### src/rtl/multicycle_controller.sv
// Control unit for the multicycle ARM datapath: main FSM, ALU decode, NZCV flag register
// and condition gating of every architectural write.
module multicycle_controller (
  input  logic       clk,
  input  logic       reset,
  input  logic [3:0] Cond,
  input  logic [1:0] Op,
  input  logic [5:0] Funct,
  input  logic [3:0] Rd,
  input  logic [3:0] ALUFlags,
  output logic       PCWrite,
  output logic       AdrSrc,
  output logic       MemWrite,
  output logic       IRWrite,
  output logic       RegWrite,
  output logic [1:0] ResultSrc,
  output logic       ALUSrcA,
  output logic [1:0] ALUSrcB,
  output logic [1:0] ImmSrc,
  output logic [1:0] RegSrc,
  output logic [2:0] ALUControl,
  output logic [3:0] Flags
);

  typedef enum logic [3:0] {
    StFetch, StDecode, StMemAdr, StMemRead, StMemWb,
    StMemWrite, StExecuteR, StExecuteI, StAluWb, StBranch
  } state_e;

  state_e     state_q, state_d;
  logic       condex_q, condex;
  logic       nextpc, regw, memw, branch, aluop, irw;
  logic       dp_nowrite, arith, nowrite, pcs;
  logic [2:0] dp_ctrl;
  logic [1:0] flagw;
  logic       n, z, c, v;

  assign {n, z, c, v} = Flags;

  always_comb begin
    condex = 1'b0;
    case (Cond)
      4'b0000: condex = z;
      4'b0001: condex = !z;
      4'b0010: condex = c;
      4'b0011: condex = !c;
      4'b0100: condex = n;
      4'b0101: condex = !n;
      4'b0110: condex = v;
      4'b0111: condex = !v;
      4'b1000: condex = c && !z;
      4'b1001: condex = !c || z;
      4'b1010: condex = (n == v);
      4'b1011: condex = (n != v);
      4'b1100: condex = !z && (n == v);
      4'b1101: condex = z || (n != v);
      4'b1110: condex = 1'b1;
      default: condex = 1'b0;
    endcase
  end

  // Data-processing decode of cmd; only applied to ALUControl when the state asks for ALUOp.
  always_comb begin
    dp_ctrl    = 3'b000;
    dp_nowrite = 1'b0;
    arith      = 1'b0;
    case (Funct[4:1])
      4'b0100: begin dp_ctrl = 3'b000; arith = 1'b1; end
      4'b0010: begin dp_ctrl = 3'b001; arith = 1'b1; end
      4'b0000: dp_ctrl = 3'b010;
      4'b1100: dp_ctrl = 3'b011;
      4'b0001: dp_ctrl = 3'b100;
      4'b1010: begin dp_ctrl = 3'b001; arith = 1'b1; dp_nowrite = 1'b1; end
      default: dp_nowrite = 1'b1;
    endcase
  end

  assign ALUControl = aluop ? dp_ctrl : 3'b000;
  assign flagw      = {Funct[0], Funct[0] & arith};
  assign nowrite    = (state_q == StAluWb) && dp_nowrite;
  assign ImmSrc     = Op;
  assign RegSrc     = {Op == 2'b01, Op == 2'b10};

  always_comb begin
    state_d   = state_q;
    nextpc    = 1'b0;
    regw      = 1'b0;
    memw      = 1'b0;
    branch    = 1'b0;
    aluop     = 1'b0;
    irw       = 1'b0;
    AdrSrc    = 1'b0;
    ResultSrc = 2'b00;
    ALUSrcA   = 1'b0;
    ALUSrcB   = 2'b00;
    unique case (state_q)
      StFetch: begin
        irw = 1'b1; nextpc = 1'b1;
        ALUSrcA = 1'b1; ALUSrcB = 2'b10; ResultSrc = 2'b10;
        state_d = StDecode;
      end
      StDecode: begin
        ALUSrcA = 1'b1; ALUSrcB = 2'b10; ResultSrc = 2'b10;
        case (Op)
          2'b01:   state_d = StMemAdr;
          2'b00:   state_d = Funct[5] ? StExecuteI : StExecuteR;
          2'b10:   state_d = StBranch;
          default: state_d = StFetch;
        endcase
      end
      StMemAdr: begin
        ALUSrcB = 2'b01;
        state_d = Funct[0] ? StMemRead : StMemWrite;
      end
      StMemRead: begin
        AdrSrc = 1'b1; state_d = StMemWb;
      end
      StMemWb: begin
        ResultSrc = 2'b01; regw = 1'b1; state_d = StFetch;
      end
      StMemWrite: begin
        AdrSrc = 1'b1; memw = 1'b1; state_d = StFetch;
      end
      StExecuteR: begin
        aluop = 1'b1; state_d = StAluWb;
      end
      StExecuteI: begin
        ALUSrcB = 2'b01; aluop = 1'b1; state_d = StAluWb;
      end
      StAluWb: begin
        regw = 1'b1; state_d = StFetch;
      end
      StBranch: begin
        ALUSrcB = 2'b01; ResultSrc = 2'b10; branch = 1'b1; state_d = StFetch;
      end
      default: state_d = StFetch;
    endcase
  end

  // Write enables are held low for as long as reset is asserted.
  assign pcs      = ((Rd == 4'b1111) && regw) || branch;
  assign PCWrite  = reset && (nextpc || (pcs && condex_q));
  assign IRWrite  = reset && irw;
  assign RegWrite = reset && regw && condex_q && !nowrite;
  assign MemWrite = reset && memw && condex_q;

  always_ff @(posedge clk or negedge reset) begin
    if (!reset) begin
      state_q  <= StFetch;
      Flags    <= 4'b0000;
      condex_q <= 1'b0;
    end else begin
      state_q <= state_d;
      if (state_q == StDecode) condex_q <= condex;
      if ((state_q == StExecuteR || state_q == StExecuteI) && condex_q) begin
        if (flagw[1]) Flags[3:2] <= ALUFlags[3:2];
        if (flagw[0]) Flags[1:0] <= ALUFlags[1:0];
      end
    end
  end

endmodule

### config.mk
export PLATFORM = sky130hd
export DESIGN_NAME = multicycle_controller
export DESIGN_NICKNAME = d
export VERILOG_FILES = /design/src/rtl/multicycle_controller.sv
export SDC_FILE = /design/constraint.sdc
export NUM_CORES = 1
export LEC_CHECK = 0
export ABC_AREA = 1
export BUFFER_PORTS_ARGS = -buffer_cell sky130_fd_sc_hd__buf_2
export CORE_ASPECT_RATIO = 1.75
export CORE_MARGIN = 4
export CORE_UTILIZATION = 35
export CTS_BUF_LIST = sky130_fd_sc_hd__clkbuf_2 sky130_fd_sc_hd__clkbuf_4 sky130_fd_sc_hd__clkbuf_8
export DETAILED_ROUTE_END_ITERATION = 6
export PLACE_DENSITY_LB_ADDON = 0.1
export SYNTH_ARGS = -nofsm -noshare
export SYNTH_HDL_FRONTEND = slang
export SYNTH_SLANG_ARGS = --single-unit
### constraint.sdc
create_clock -name clk -period 1.45 [get_ports clk]
set_input_delay 0.145 -clock clk [delete_from_list [all_inputs] [get_ports clk]]
set_output_delay 0.145 -clock clk [all_outputs]
set_load 0.02 [all_outputs]
==> impl_metrics.ini, run 1 <==
[clocking]
clockRootBuffer = clkbuf_8
htreeDepth = 1
cts_buffer_depth = 2
cts_tree = yes
clock_latency_ns = 0.23
cts_sinks = 9
cts_buffers = 3
path_clk_slew_ns = 0.05

[power]
max-vdd-ir-drop_mv = 1.14
p_per_area_nw_per_um2 = 1660
power_mw = 2.06
power_leakage_nw = 0.714

[detailed_routing]
route.met2.wl_microns = 1590
via_per_inst = 4.88
wl_met1_microns = 881
first_pass_iters = 4
drt.antenna.violating_nets = 0
drtIter0Drc = 17
routed-via-count = 1089
route.detailed.drc = 0
wl_per_cell_microns = 11.8
dr.max_layer_used = met4
wl_met3_microns = 132
wirelength_microns = 2640

[final_layout]
fin_cells = 223
layout_common_cells = 41 x nand2_1, 38 x buf_2, 20 x inv_1, 20 x nand3_1, 18 x nor2_1
fin_area_sq_um = 1240
fin_nets = 221
diodes = 0
final_layout_size_suffix_gt1_share_pct = 38.4
final_common_cell = nand2_1
syn2layout_area_growth_pct = 41.0
final_core_util_pct = 52.5

[setup_path]
worstSetupPathType = reg -> out
end_kind = output port
worst-path-max-fanout = 4
crit_path_start_kind = flop
required_ns = 1.31
cp.arrival_ns = 1.41
r2r_cells = 9
cp-startpoint = state_q[0]
timing.rr.start = state_q[3]

[hold_path]
hold_path_depth = 3
hp-class = in -> reg
min_from = ALUFlags[3]

[sta]
fin_ws_ns = -0.102
hold_slack_ns = 0.124
fmax_mhz = 644
period_share_pct = 107
maxSlewHeadroom_pct = 70.6
finalClockSkew_ns = 0.00245
period_needed_ns = 1.55
grt_setup_unrepaired = yes
drv_slew = 0
tns_ns = -0.209
setup_viol = 4
worst_pin_slew_ns = 0.440
hold_viol = 0

[global_routing]
grt_pass1_vias = 1036
antenna_found_initial = 0
grtUsageTotal_pct = 16.5
grt_overflow = 0
grt_max_degree = 10
grt_pass1_wl_microns = 4220

[yosys]
synth-warning-count = 0
seq_area_frac_synth_pct = 25.6
synthFlopType = dfrtp_1
ys_seq_elements = 9
synth_edf_count = 0
syn_nets = 170
syn_area_sq_um = 878
synthArstFlopShare_pct = 100
avgSynthCellArea_sq_um = 5.93
ys_types = 24
synth_cells = 148

[place]
place_inst = 213
io_buffers = 42
dpl.hpwl_microns = 2190
place.gp.congestion = 0.814
dp_slack_ns = 0.107
postPlaceCellArea_sq_um = 1100

[outcome]
outcome = finished with violations
violations = negative setup slack

[die]
coreArea_sq_um = 2360
die_w_microns = 45.9
num_rows = 23
chipHeight_microns = 74.3
dieArea_sq_um = 3410
io_pins = 43
start_util_pct = 37.2

[run]
maxCapViolations = 0
[sequential cells by signal (all words and copies together), names as in the netlist]
name	cells
Flags	4
condex_q	1
state_q	4
[final cells by class]
type                    count  area, sq um
clock buffers               4         48.8
inverters                  27          101
fillers                   259         1120
multi-input cells         108          543
repair buffers             50          287
well taps                  25         31.3
flip-flops and latches      9          228
[power by group]
part	switching [mW]	leakage, nW	total, mW	internal, mW
registers	0.130	0.0993	0.482	0.352
logic	0.769	0.588	1.26	0.494
clock network	0.103	0.0262	0.314	0.211
total	1.00	0.714	2.06	1.06
[cell usage after synthesis (2+ instances only)]
| library cell | n | area (sq um) |
|---|---|---|
| o211ai_1 | 2 | 15.0 |
| nand2_2 | 2 | 12.5 |
| nor2_2 | 3 | 18.8 |
| nand2_1 | 42 | 158 |
| o21ai_0 | 4 | 20.0 |
| a21oi_2 | 2 | 17.5 |
| nor2_1 | 19 | 71.3 |
| nor2_4 | 2 | 22.5 |
| dfrtp_1 | 9 | 225 |
| inv_2 | 4 | 15.0 |
| nand3_1 | 20 | 100 |
| a21oi_1 | 4 | 20.0 |
| inv_1 | 22 | 82.6 |
| buf_4 | 3 | 22.5 |
[cells by family (layout without fill, tap and decap cells)]
family | after synthesis | count (layout) | synth area share, %
compound gates | 16 | 16 | 11.8
buf+inv | 31 | 81 | 15.4
simple gates | 92 | 92 | 47.2
flops | 9 | 9 | 25.6
[critical path, cell delays in order (launching register included)]
cell	delay [ns]
dfrtp_2	0.44
inv_2	0.10
nor2_2	0.05
nand3_1	0.13
a21oi_1	0.07
or2_1	0.25
buf_6	0.14
[repair_timing]
item                                    CTS  global route
pin swaps                                 2             6
hold buffers                              1             0
setup buffers                             4             1
endpoints found under the hold margin     9             0
resized for setup                         9             5
endpoints found under the setup margin    9            10
[final timing paths]
path | end | slack, ns
hold reg to reg | state_q[0] | 0.53
setup reg to reg | Flags[0] | 0.11
hold / removal | Flags[3] | 0.12
min in group asynchronous | state_q[0] | 0.42
setup / recovery | PCWrite | -0.10
max in group asynchronous | state_q[1] | 0.71
[layer usage]
| metal | GRT usage (%) | vias up |
|---|---|---|
| li1 | - | 560 |
| met1 | 16.1 | 489 |
| met2 | 33.4 | 33 |
| met3 | 1.21 | 7 |
| met4 | 5.38 | 0 |
| met5 | 0 | - |
No activity file was read; power rests on OpenSTA's default activity.
==> inputs of run 2 (changes only) <==
--- a/config.mk
+++ b/config.mk
@@ -8,7 +8,6 @@
 export ABC_AREA = 1
 export BUFFER_PORTS_ARGS = -buffer_cell sky130_fd_sc_hd__buf_2
 export CORE_ASPECT_RATIO = 1.75
-export CORE_MARGIN = 4
 export CORE_UTILIZATION = 35
 export CTS_BUF_LIST = sky130_fd_sc_hd__clkbuf_2 sky130_fd_sc_hd__clkbuf_4 sky130_fd_sc_hd__clkbuf_8
 export DETAILED_ROUTE_END_ITERATION = 6
==> impl_metrics.ini, run 2 (synthesis results as in run 1) <==
[hold_path]
hold_path_depth = 3
holdPathEnd = Flags[2]
hp-class = in -> reg
min_from = ALUFlags[2]

[final_layout]
diodes = 0
syn2layout_area_growth_pct = 47.3
final_layout_size_suffix_gt1_share_pct = 39.0
fin_cells = 225
fin_area_sq_um = 1290
final_core_util_pct = 55.5
reg.largest.list = Flags x4, state_q x4, condex_q x1
fin_nets = 223
layout_common_cells = 41 x nand2_1, 34 x buf_2, 21 x inv_1
final_common_cell = nand2_1

[sta]
setup_viol = 13
tns_ns = -0.982
grt_setup_unrepaired = yes
fmax_mhz = 618
hold_slack_ns = 0.124
hold_viol = 0
period_needed_ns = 1.62
finalClockSkew_ns = 0.00829
worst_pin_slew_ns = 0.428
maxSlewHeadroom_pct = 71.4
drv_slew = 0
fin_ws_ns = -0.167
period_share_pct = 112

[detailed_routing]
wl_per_cell_microns = 12.0
drtIter0Drc = 29
route.detailed.drc = 0
drt.antenna.violating_nets = 0
via_per_inst = 5.00
routed-via-count = 1126
first_pass_iters = 4
wirelength_microns = 2710

[global_routing]
grt_overflow = 0
grt_pass1_wl_microns = 3800
grt_max_degree = 10
antenna_found_initial = 0
grt_pass1_vias = 981
grtUsageTotal_pct = 20.4

[setup_path]
r2r_cells = 10
end_kind = output port
r2r_end = Flags[0]
crit_path_start_kind = flop
worstSetupPathType = reg -> out
cp.arrival_ns = 1.47
timing.rr.start = state_q[3]
reg2reg_slack_ns = -0.06
required_ns = 1.31
worst-path-max-fanout = 4

[place]
dpl.hpwl_microns = 1990
place.gp.congestion = 0.755
dp_slack_ns = 0.0931
io_buffers = 42
place_inst = 212
postPlaceCellArea_sq_um = 1090

[power]
power_mw = 2.12
p_per_area_nw_per_um2 = 1640
max-vdd-ir-drop_mv = 1.35
power_leakage_nw = 0.712

[outcome]
violations = negative setup slack
outcome = finished with violations

[die]
chipHeight_microns = 68.3
io_pins = 43
dieArea_sq_um = 2720
coreArea_sq_um = 2330
start_util_pct = 37.7
die_w_microns = 39.9
num_rows = 23

[clocking]
clock_latency_ns = 0.25
cts_tree = yes
htreeDepth = 1
cts_buffers = 3
cts_sinks = 9
path_clk_slew_ns = 0.05
clockRootBuffer = clkbuf_8
cts_buffer_depth = 2

[run]
maxCapViolations = 0
## run 2: cell type report
class | count | area [sq um]
clock buffer | 4 | 48.8
fill | 230 | 1040
inverter | 27 | 104
timing repair buffer | 52 | 323
multi-input combinational | 108 | 559
tap | 25 | 31.3
sequential | 9 | 228
## run 2: layer usage
layer,vias up,GRT usage (%),share of wire (%)
met4,0,10.3,4.8
li1,565,-,-
met1,499,18.6,33
met5,-,0,0
met3,15,2.27,3.7
met2,47,39.7,59
## run 2: worst max-delay path, stage by stage, from the launching register on
cell and delay, ns:
dfrtp_2 0.44, nor2_4 0.12, inv_2 0.06, a21oi_2 0.13, nand3_1 0.11, a41oi_2 0.20, buf_4 0.18
## run 2: where the power goes
part / total, mW / internal (mW) / switching [mW]
sequential: 0.479 / 0.352 / 0.127
clock: 0.326 / 0.212 / 0.114
combinational: 1.32 / 0.512 / 0.805
## run 2: worst max-delay path by stage
| stage | from | end | slack [ns] |
|---|---|---|---|
| floorplan | state_q[3] | PCWrite | 0.06 |
| global placement | state_q[0] | PCWrite | 0.14 |
| detailed placement | state_q[1] | PCWrite | 0.09 |
| CTS | state_q[0] | PCWrite | -0.11 |
| global route | state_q[3] | ALUControl[0] | -0.22 |
| finish | state_q[0] | RegWrite | -0.17 |
## run 2: repair_timing
action                     CTS  global route
hold buffers                 1             0
hold endpoints to repair     9             0
setup endpoints to repair    8            12
gates resized for setup      6            20
buffers inserted             4             4
pin swaps                    3             4
==> inputs of run 3 (changes only) <==
--- a/config.mk
+++ b/config.mk
@@ -6,7 +6,7 @@
 export NUM_CORES = 1
 export LEC_CHECK = 0
 export ABC_AREA = 1
-export BUFFER_PORTS_ARGS = -buffer_cell sky130_fd_sc_hd__buf_2
+export BUFFER_PORTS_ARGS = -buffer_cell sky130_fd_sc_hd__clkbuf_2
 export CORE_ASPECT_RATIO = 1.75
 export CORE_UTILIZATION = 35
 export CTS_BUF_LIST = sky130_fd_sc_hd__clkbuf_2 sky130_fd_sc_hd__clkbuf_4 sky130_fd_sc_hd__clkbuf_8
==> impl_metrics.ini, run 3 (synthesis results as in run 1) <==
[place]
place_inst = 213
dpl.hpwl_microns = 1960
postPlaceCellArea_sq_um = 1100
dp_slack_ns = 0.111
place.gp.congestion = 0.729
io_buffers = 42

[outcome]
violations = negative setup slack
outcome = finished with violations

[sta]
finalClockSkew_ns = 0.00408
tns_ns = -1.01
drv_slew = 0
setup_viol = 14
period_share_pct = 112
worst_pin_slew_ns = 0.442
period_needed_ns = 1.62
maxSlewHeadroom_pct = 70.4
fin_ws_ns = -0.170
grt_setup_unrepaired = yes
fmax_mhz = 617
hold_viol = 0

[die]
start_util_pct = 37.7
num_rows = 23
io_pins = 43
dieArea_sq_um = 2720
coreArea_sq_um = 2330
chipHeight_microns = 68.3
die_w_microns = 39.9

[global_routing]
grtUsageTotal_pct = 19.9
antenna_found_initial = 0
grt_pass1_wl_microns = 3710
grt_overflow = 0
grt_max_degree = 10
grt_pass1_vias = 937

[clocking]
cts_tree = yes
cts_buffers = 3
htreeDepth = 1
cts_buffer_depth = 2
cts_sinks = 9
clock_latency_ns = 0.24
clockRootBuffer = clkbuf_8
path_clk_slew_ns = 0.05

[detailed_routing]
routed-via-count = 1093
first_pass_iters = 4
route.detailed.drc = 0
drt.antenna.violating_nets = 0
via_per_inst = 4.84
drtIter0Drc = 16
wirelength_microns = 2540
wl_per_cell_microns = 11.2

[final_layout]
final_core_util_pct = 57.0
final_layout_size_suffix_gt1_share_pct = 41.8
syn2layout_area_growth_pct = 51.3
final_common_cell = nand2_1
fin_area_sq_um = 1330
reg.largest.list = Flags x4, state_q x4, condex_q x1
diodes = 0
layout_common_cells = 40 x nand2_1, 35 x clkbuf_2, 20 x inv_1
nFillCells = 234
fin_cells = 226
fin_nets = 224

[power]
p_per_area_nw_per_um2 = 1630
max-vdd-ir-drop_mv = 0.952
power_leakage_nw = 0.744

[setup_path]
required_ns = 1.31
worst-path-max-fanout = 4
worstSetupPathType = reg -> out
cp.arrival_ns = 1.48
end_kind = output port
crit_path_start_kind = flop

[hold_path]
hp-class = in -> reg

[run]
maxCapViolations = 0
-- run 3: cell type report --
cell class / instances / area, sq um / share of cell area (%)
well taps: 25 / 31.3 / 2.35
flip-flops and latches: 9 / 228 / 17.1
clock buffers: 4 / 48.8 / 3.67
inverters: 27 / 106 / 8.00
multi-input cells: 108 / 591 / 44.4
repair buffers: 53 / 324 / 24.4
-- run 3: worst paths after layout --
kind	slack, ns	from	cells after the start	to
setup / recovery	-0.17	state_q[3]	7	ALUControl[0]
hold / removal	0.12	ALUFlags[2]	3	Flags[2]
setup reg to reg	-0.05	state_q[3]	10	Flags[1]
hold reg to reg	0.60	condex_q	2	condex_q
max in group asynchronous	0.70	reset	2	state_q[3]
min in group asynchronous	0.42	reset	2	state_q[0]
-- run 3: power breakdown --
group	total [mW]	switching (mW)	internal, mW
registers	0.487	0.136	0.351
logic	1.36	0.829	0.535
clock network	0.321	0.109	0.211
total	2.17	1.07	1.10
-- run 3: repair_timing --
item | CTS | global route
endpoints found under the setup margin | 9 | 11
hold endpoints to repair | 9 | 0
setup buffers | 5 | 3
pin swaps | 3 | 8
hold buffers | 1 | 0
gates resized for setup | 6 | 30
-- run 3: routing by layer --
metal	up-vias	part of all wire (%)	GRT usage (%)
li1	568	-	-
met1	490	35	18.7
met2	30	60	37.9
met3	5	3.2	2.27
met4	0	1.5	11.2
met5	-	0	0
-- run 3: worst max-delay path, cell delays in order (launching register included) --
cell     delay [ns]
dfrtp_2        0.47
inv_4          0.10
nand2_8        0.06
buf_4          0.14
inv_4          0.06
nand2_4        0.06
nor3b_2        0.19
buf_4          0.16
-- run 3: stage by stage --
| stage | total power [mW] | hold slack (ns) |
|---|---|---|
| 6_report | 2.17 | 0.124 |
| 5_1_grt | 2.34 | 0.147 |
| 4_1_cts | 2.00 | 0.126 |
| 3_5_place_dp | 1.58 | 0.0382 |
| 3_3_place_gp | 1.56 | 0.0368 |
| 2_1_floorplan | 1.25 | -0.151 |
